### config.mk
export PLATFORM = sky130hd
export DESIGN_NAME = hazard_ctrl
export DESIGN_NICKNAME = d
export VERILOG_FILES = /design/src/rtl/hazard_ctrl_pkg.sv /design/src/rtl/hazard_ctrl_fwd_sel.sv /design/src/rtl/hazard_ctrl.sv
export SDC_FILE = /design/constraint.sdc
export NUM_CORES = 1
export LEC_CHECK = 0
export CORE_MARGIN = 5
export CORE_UTILIZATION = 30
export CTS_CLUSTER_SIZE = 25
export DETAILED_ROUTE_END_ITERATION = 8
export PLACE_DENSITY = 0.75
export SLEW_MARGIN = 20
export SYNTH_ARGS = -nofsm -noshare
export SYNTH_HDL_FRONTEND = slang
export SYNTH_SLANG_ARGS = --single-unit
### constraint.sdc
create_clock -name clk -period 1.67 [get_ports clk]
set_clock_uncertainty 0.1 [all_clocks]
set_input_delay 0.334 -clock clk [delete_from_list [all_inputs] [get_ports clk]]
set_output_delay 0.334 -clock clk [all_outputs]
set_load 0.01 [all_outputs]
### src/rtl/hazard_ctrl_pkg.sv
// Shared encodings for the execute-stage hazard controller: forwarding selects,
// load-type marker, boolean helpers and the multi-cycle sequencer states.
package hazard_ctrl_pkg;

    localparam logic [1:0] NORMAL    = 2'b00;
    localparam logic [1:0] WRITEMEM  = 2'b01;
    localparam logic [1:0] WRITEBACK = 2'b10;

    localparam logic [2:0] NOTLOAD = 3'b000;

    localparam logic TRUE  = 1'b1;
    localparam logic FALSE = 1'b0;

    typedef enum logic {
        ST_IDLE    = 1'b0,
        ST_MC_BUSY = 1'b1
    } mc_state_e;

    // A later stage supplies rs only if it really writes a non-x0 register equal to rs.
    function automatic logic reg_hit(input logic       we,
                                     input logic [4:0] dst,
                                     input logic [4:0] src);
        return we && (dst != 5'd0) && (dst == src);
    endfunction

endpackage

### src/rtl/hazard_ctrl_fwd_sel.sv
// Combinational forwarding select for one execute-stage operand; memory stage
// wins over writeback, x0 is never forwarded, NORMAL while i_en is low.
module hazard_ctrl_fwd_sel
    import hazard_ctrl_pkg::*;
(
    input  logic       i_en,
    input  logic [4:0] i_rs_addr,
    input  logic       i_write_regM,
    input  logic [4:0] i_dstreg_addrM,
    input  logic       i_write_regW,
    input  logic [4:0] i_dstreg_addrW,
    output logic [1:0] o_sel
);

    always_comb begin
        o_sel = NORMAL;
        if (i_en) begin
            if (reg_hit(i_write_regM, i_dstreg_addrM, i_rs_addr)) begin
                o_sel = WRITEMEM;
            end else if (reg_hit(i_write_regW, i_dstreg_addrW, i_rs_addr)) begin
                o_sel = WRITEBACK;
            end
        end
    end

endmodule

### src/rtl/hazard_ctrl.sv
// Execute-stage hazard controller: forwarding selects, load-use stall, multi-cycle
// op sequencing with watchdog, and branch flush. HAZARD_PERF_EN adds perf counters.
module hazard_ctrl
    import hazard_ctrl_pkg::*;
#(
    parameter int MC_MAX_CYCLES = 64,
    parameter int CNT_W         = 32
) (
    input  logic       clk,
    input  logic       rst_n,
    input  logic [4:0] i_rs1_addrD,
    input  logic [4:0] i_rs2_addrD,
    input  logic       i_uses_rs1D,
    input  logic       i_uses_rs2D,
    input  logic [4:0] i_rs1_addrE,
    input  logic [4:0] i_rs2_addrE,
    input  logic       i_write_regE,
    input  logic [4:0] i_dstreg_addrE,
    input  logic [2:0] i_info_loadE,
    input  logic       i_write_regM,
    input  logic [4:0] i_dstreg_addrM,
    input  logic       i_write_regW,
    input  logic [4:0] i_dstreg_addrW,
    input  logic       i_branch_signal,
    input  logic       i_mc_start,
    input  logic       i_mc_done,
    output logic [1:0] o_forward_sig1,
    output logic [1:0] o_forward_sig2,
    output logic       o_stallF,
    output logic       o_stallD,
    output logic       o_stallE,
    output logic       o_flushD,
    output logic       o_flushE,
    output logic       o_mc_abort,
    output logic       o_mc_timeout
`ifdef HAZARD_PERF_EN
    ,
    output logic [CNT_W-1:0] o_perf_ldstall,
    output logic [CNT_W-1:0] o_perf_mcstall,
    output logic [CNT_W-1:0] o_perf_flush
`endif
);

    localparam int MC_CNT_W = (MC_MAX_CYCLES > 2) ? $clog2(MC_MAX_CYCLES) : 1;
    localparam logic [MC_CNT_W-1:0] MC_LAST = MC_CNT_W'(MC_MAX_CYCLES - 1);

    mc_state_e           r_state;
    mc_state_e           w_state_next;
    logic [MC_CNT_W-1:0] r_cnt;
    logic [MC_CNT_W-1:0] w_cnt_next;
    logic                r_mc_timeout;
    logic                w_timeout_set;

    logic [4:0] w_rs_addrE [2];
    logic [1:0] w_fwd_sel  [2];
    logic       w_lu_src1;
    logic       w_lu_src2;
    logic       w_load_use;

    assign w_rs_addrE[0] = i_rs1_addrE;
    assign w_rs_addrE[1] = i_rs2_addrE;

    generate
        for (genvar gi = 0; gi < 2; gi++) begin : g_fwd
            hazard_ctrl_fwd_sel u_fwd_sel (
                .i_en           (rst_n),
                .i_rs_addr      (w_rs_addrE[gi]),
                .i_write_regM   (i_write_regM),
                .i_dstreg_addrM (i_dstreg_addrM),
                .i_write_regW   (i_write_regW),
                .i_dstreg_addrW (i_dstreg_addrW),
                .o_sel          (w_fwd_sel[gi])
            );
        end
    endgenerate

    assign o_forward_sig1 = w_fwd_sel[0];
    assign o_forward_sig2 = w_fwd_sel[1];

    // Load data only exists after M, so a dependent decode op must wait one slot.
    assign w_lu_src1  = i_uses_rs1D && (i_rs1_addrD == i_dstreg_addrE);
    assign w_lu_src2  = i_uses_rs2D && (i_rs2_addrD == i_dstreg_addrE);
    assign w_load_use = (i_info_loadE != NOTLOAD) && i_write_regE &&
                        (i_dstreg_addrE != 5'd0) && (w_lu_src1 || w_lu_src2);

    always_ff @(posedge clk or negedge rst_n) begin
        if (!rst_n) begin
            r_state      <= ST_IDLE;
            r_cnt        <= '0;
            r_mc_timeout <= FALSE;
        end else begin
            r_state <= w_state_next;
            r_cnt   <= w_cnt_next;
            if (w_timeout_set) begin
                r_mc_timeout <= TRUE;
            end
        end
    end

    always_comb begin
        w_state_next  = r_state;
        w_cnt_next    = r_cnt;
        w_timeout_set = FALSE;
        o_stallF      = FALSE;
        o_stallD      = FALSE;
        o_stallE      = FALSE;
        o_flushD      = FALSE;
        o_flushE      = FALSE;
        o_mc_abort    = FALSE;

        case (r_state)
            ST_IDLE: begin
                w_cnt_next = '0;
                if (i_mc_start && !i_branch_signal) begin
                    w_state_next = ST_MC_BUSY;
                end
                if (w_load_use && !i_branch_signal) begin
                    o_stallF = TRUE;
                    o_stallD = TRUE;
                    o_flushE = TRUE;
                end
            end
            ST_MC_BUSY: begin
                if (i_branch_signal || i_mc_done) begin
                    w_state_next = ST_IDLE;
                    w_cnt_next   = '0;
                end else begin
                    o_stallF = TRUE;
                    o_stallD = TRUE;
                    o_stallE = TRUE;
                    if (r_cnt == MC_LAST) begin
                        w_state_next  = ST_IDLE;
                        w_cnt_next    = '0;
                        w_timeout_set = TRUE;
                    end else begin
                        w_cnt_next = r_cnt + 1'b1;
                    end
                end
            end
            default: begin
                w_state_next = ST_IDLE;
                w_cnt_next   = '0;
            end
        endcase

        if (i_branch_signal) begin
            o_flushD   = TRUE;
            o_flushE   = TRUE;
            o_mc_abort = (r_state == ST_MC_BUSY) || i_mc_start;
        end

        // Outputs must read idle while reset is held, independent of the clock.
        if (!rst_n) begin
            o_stallF   = FALSE;
            o_stallD   = FALSE;
            o_stallE   = FALSE;
            o_flushD   = FALSE;
            o_flushE   = FALSE;
            o_mc_abort = FALSE;
        end
    end

    assign o_mc_timeout = r_mc_timeout;

`ifdef HAZARD_PERF_EN
    logic [CNT_W-1:0] r_perf_ldstall;
    logic [CNT_W-1:0] r_perf_mcstall;
    logic [CNT_W-1:0] r_perf_flush;

    always_ff @(posedge clk or negedge rst_n) begin
        if (!rst_n) begin
            r_perf_ldstall <= '0;
            r_perf_mcstall <= '0;
            r_perf_flush   <= '0;
        end else begin
            if ((r_state == ST_IDLE) && o_stallD && (r_perf_ldstall != '1)) begin
                r_perf_ldstall <= r_perf_ldstall + 1'b1;
            end
            if ((r_state == ST_MC_BUSY) && (r_perf_mcstall != '1)) begin
                r_perf_mcstall <= r_perf_mcstall + 1'b1;
            end
            if (i_branch_signal && (r_perf_flush != '1)) begin
                r_perf_flush <= r_perf_flush + 1'b1;
            end
        end
    end

    assign o_perf_ldstall = r_perf_ldstall;
    assign o_perf_mcstall = r_perf_mcstall;
    assign o_perf_flush   = r_perf_flush;
`endif

endmodule

==> results.md <==
* 1st-iter DRT viols at 25
* CTS tree: built
* Crit path required time at 1.24 ns
* Largest family of logic cells by synthesized area: XOR/XNOR gates
* Xor/xnor share of the synthesized area at 37.54%
* Num ports at 59
* Final slew viol count at 0
* Diode count at 0
* Area growth syn-to-layout at 130.1%
* Initial Utilization at 31.73%
* Crit path max fanout at 2
* Final Hold Viols at 0
* CP max stage cell: or4_4
* Netlist cell types at 22
* Vias per inst at 4.826
* Initial antenna violation count at 0
* Core Area at 2500 sq um
* GRT overflow at 0
* Mapped Area at 793.3 sq um
* Vias at 1057
* Residual DRC at 0
* Critical Path AT at 1.67 ns
* CTS Buf Count at 3
* Failing checks: setup timing
* Gr usage total at 18.17%
* FMAX at 474.8 MHz
* Mean post-synth cell area at 8.717 sq um
* Remaining antenna violation count at 0
* Seq/Total Area, Yosys at 25.24%
* Insertion delay to the later sink of the worst-skew pair at 0.24 ns
* Crit Path Class: in -> out
* Max-Cap Viols at 0
* Crit-path max cell delay at 0.54 ns
* Complex-gate fraction of the synthesized area at 6.309%
* Adder-Cell Fraction of Synth Area at 1.577%
* Leak pwr at 0.8697 nW
* Die Y at 61.42 um
* Most used cell, CP: nor4_4
* Min-Delay Path Class: in -> async
* Synth Instances at 91
* PortBufs at 58
* Most common cell after layout, fill and taps aside: buf_4
* Clock root cell: clkbuf_4
* Delay-heaviest family, CP: simple AND/OR/NAND/NOR gates
* RSZ-0062 raised after global routing: yes
* Layout cells sized above 1 at 54.50%
* Synth Net Count at 140
* H-tree Lvls at 1
* Setup violators final at 7
* Die width at 61.42 um
* Area after DPL at 1652 sq um
* Syn. warnings at 0
* Post-synthesis simple-gate area fraction at 27.92%
* PwrDens at 376.3 nW/um^2
* DR WL/cell at 15.81 um
* Min Tclk post-route at 2.106 ns
* Placed Instances at 202
* Slew Limit Headroom at 79.09%
* Clk buf depth at 2
* Fin crit share at 126.1%
* Clock transition at path regs at 0.05 ns
* Sink Count at 8
* Status: finished with violations
* Final Util at 73.02%
* Post-synthesis register bit count at 8
* Worst Setup End Kind: output pin
* Worst path cell trace: buf_6, or4_4, o21ai_4, nor4_4, nor4_4, buf_2
* Post-Layout Inst Area at 1826 sq um
* Rows at 18
* CP Launch Type: primary input
* Buf/Inv on CP at 2
* Vias in the first global route at 1201
* First-pass GRT wire length at 5.078 mm
* Post-synthesis mux area share at 0%
* Placed wire-length estimate at 2.617 mm
* Commonest non-fill, non-tap cells in the layout: buf_4 (35), xor2_1 (19), buf_2 (15)
* Setup ws final at -0.4360 ns
* Die area at 3772 sq um
* Fin cells at 219
* Worst slew pin tran at 0.3113 ns
* Total Wirelength at 3.462 mm
* Peak VDD IR at 0.2463 mV
* GP Congestion at 0.7762
* DRT Pass-1 Iters at 4
* Largest net degree at the start of global routing at 7
* Layout Nets at 240
[worst register-to-register path: cells and delay by family (launching register included)]
| kind | cells | cell delay, ns |
|---|---|---|
| AND/OR/NAND/NOR | 4 | 0.60 |
| flip-flops | 1 | 0.39 |
| adder cells (fa/ha/maj) | 1 | 0.23 |
[what timing repair did]
action                                  CTS  global route
endpoints found under the hold margin     0             0
hold buffers                              0             0
gates resized for setup                 146            44
buffers inserted                         12             3
pin swaps                                30            19
endpoints found under the setup margin   10            17
[kinds of logic (layout without fill, tap and decap cells)]
logic type | after synthesis | in the layout
AND/OR/NAND/NOR | 39 | 39
AO/OA/AOI/OAI | 7 | 7
buffers and inverters | 2 | 100
flip-flops | 8 | 8
adder cells (fa/ha/maj) | 1 | 1
XOR/XNOR | 34 | 34
[report_power, final]
| part | leakage (nW) | switching (mW) | total, mW | internal, mW |
|---|---|---|---|---|
| Combinational | 0.745 | 0.152 | 0.349 | 0.198 |
| Sequential | 0.111 | 0.00295 | 0.200 | 0.197 |
| Clock | 0.0138 | 0.0559 | 0.138 | 0.0816 |
[cell usage after synthesis]
cell,count,area (sq um)
o211ai_1,1,7.510
xnor2_1,11,96.34
inv_1,1,3.750
dfrtp_1,8,200.2
o21bai_1,2,15.01
nor2_1,10,37.54
xor2_1,23,201.4
and2_0,1,6.260
ha_1,1,12.51
o21ai_0,2,10.01
nand2_1,5,18.77
and4b_1,1,10.01
and3_1,3,18.77
nor4_2,2,25.02
buf_4,1,7.510
a32oi_1,1,8.760
and2_1,2,12.51
nor4_1,4,25.02
nand3_1,5,25.02
nor3_1,1,5.000
or4_1,5,37.54
o21ai_2,1,8.760
[flip-flops by register name, summed over array words and instances (netlist names)]
name / flops
r_cnt: 6
o_mc_timeout: 1
r_state: 1
[cell type report]
| type | count | area [sq um] |
|---|---|---|
| Inverter | 1 | 3.754 |
| Timing Repair Buffer | 96 | 772.0 |
| Sequential cell | 8 | 200.2 |
| Tap cell | 30 | 37.54 |
| Fill cell | 188 | 674.4 |
| Clock buffer | 3 | 22.52 |
| Multi-Input combinational cell | 81 | 789.5 |
[final timing paths]
path	from	endpoint	slack [ns]	cells after the start
max	i_dstreg_addrM[1]	o_forward_sig1[1]	-0.44	6
min	rst_n	r_state$_DFF_PN0_	0.01	3
max reg2reg	r_cnt[0]$_DFF_PN0_	r_cnt[5]$_DFF_PN0_	0.28	5
min reg2reg	r_cnt[0]$_DFF_PN0_	r_cnt[0]$_DFF_PN0_	0.37	1
max in group asynchronous	rst_n	r_cnt[2]$_DFF_PN0_	1.33	3
min in group clk	r_cnt[0]$_DFF_PN0_	r_cnt[0]$_DFF_PN0_	0.37	1
[per-layer routing]
metal / up-vias / wire length, um / global-route usage (%)
li1: 509 / - / -
met1: 481 / 1285 / 19.77
met4: 0 / 60 / 7.273
met3: 6 / 367 / 2.725
met5: - / 0 / 0
met2: 61 / 1749 / 34.74
[per-stage QoR]
| step | setup WS, ns | power [mW] | hold WS, ns | setup TNS [ns] |
|---|---|---|---|---|
| after floorplan | -0.09804 | 0.2983 | -0.06159 | -0.2730 |
| after global placement | -1.121 | 0.5056 | 0.3547 | -8.941 |
| after detailed placement | -1.156 | 0.5146 | 0.3693 | -9.290 |
| after CTS | -0.4754 | 0.6546 | 0.1600 | -2.306 |
| after global routing | -0.4882 | 0.7319 | 0.02655 | -2.727 |
| final | -0.4360 | 0.6870 | 0.01484 | -2.358 |
No activity file was read; power rests on OpenSTA's default activity.
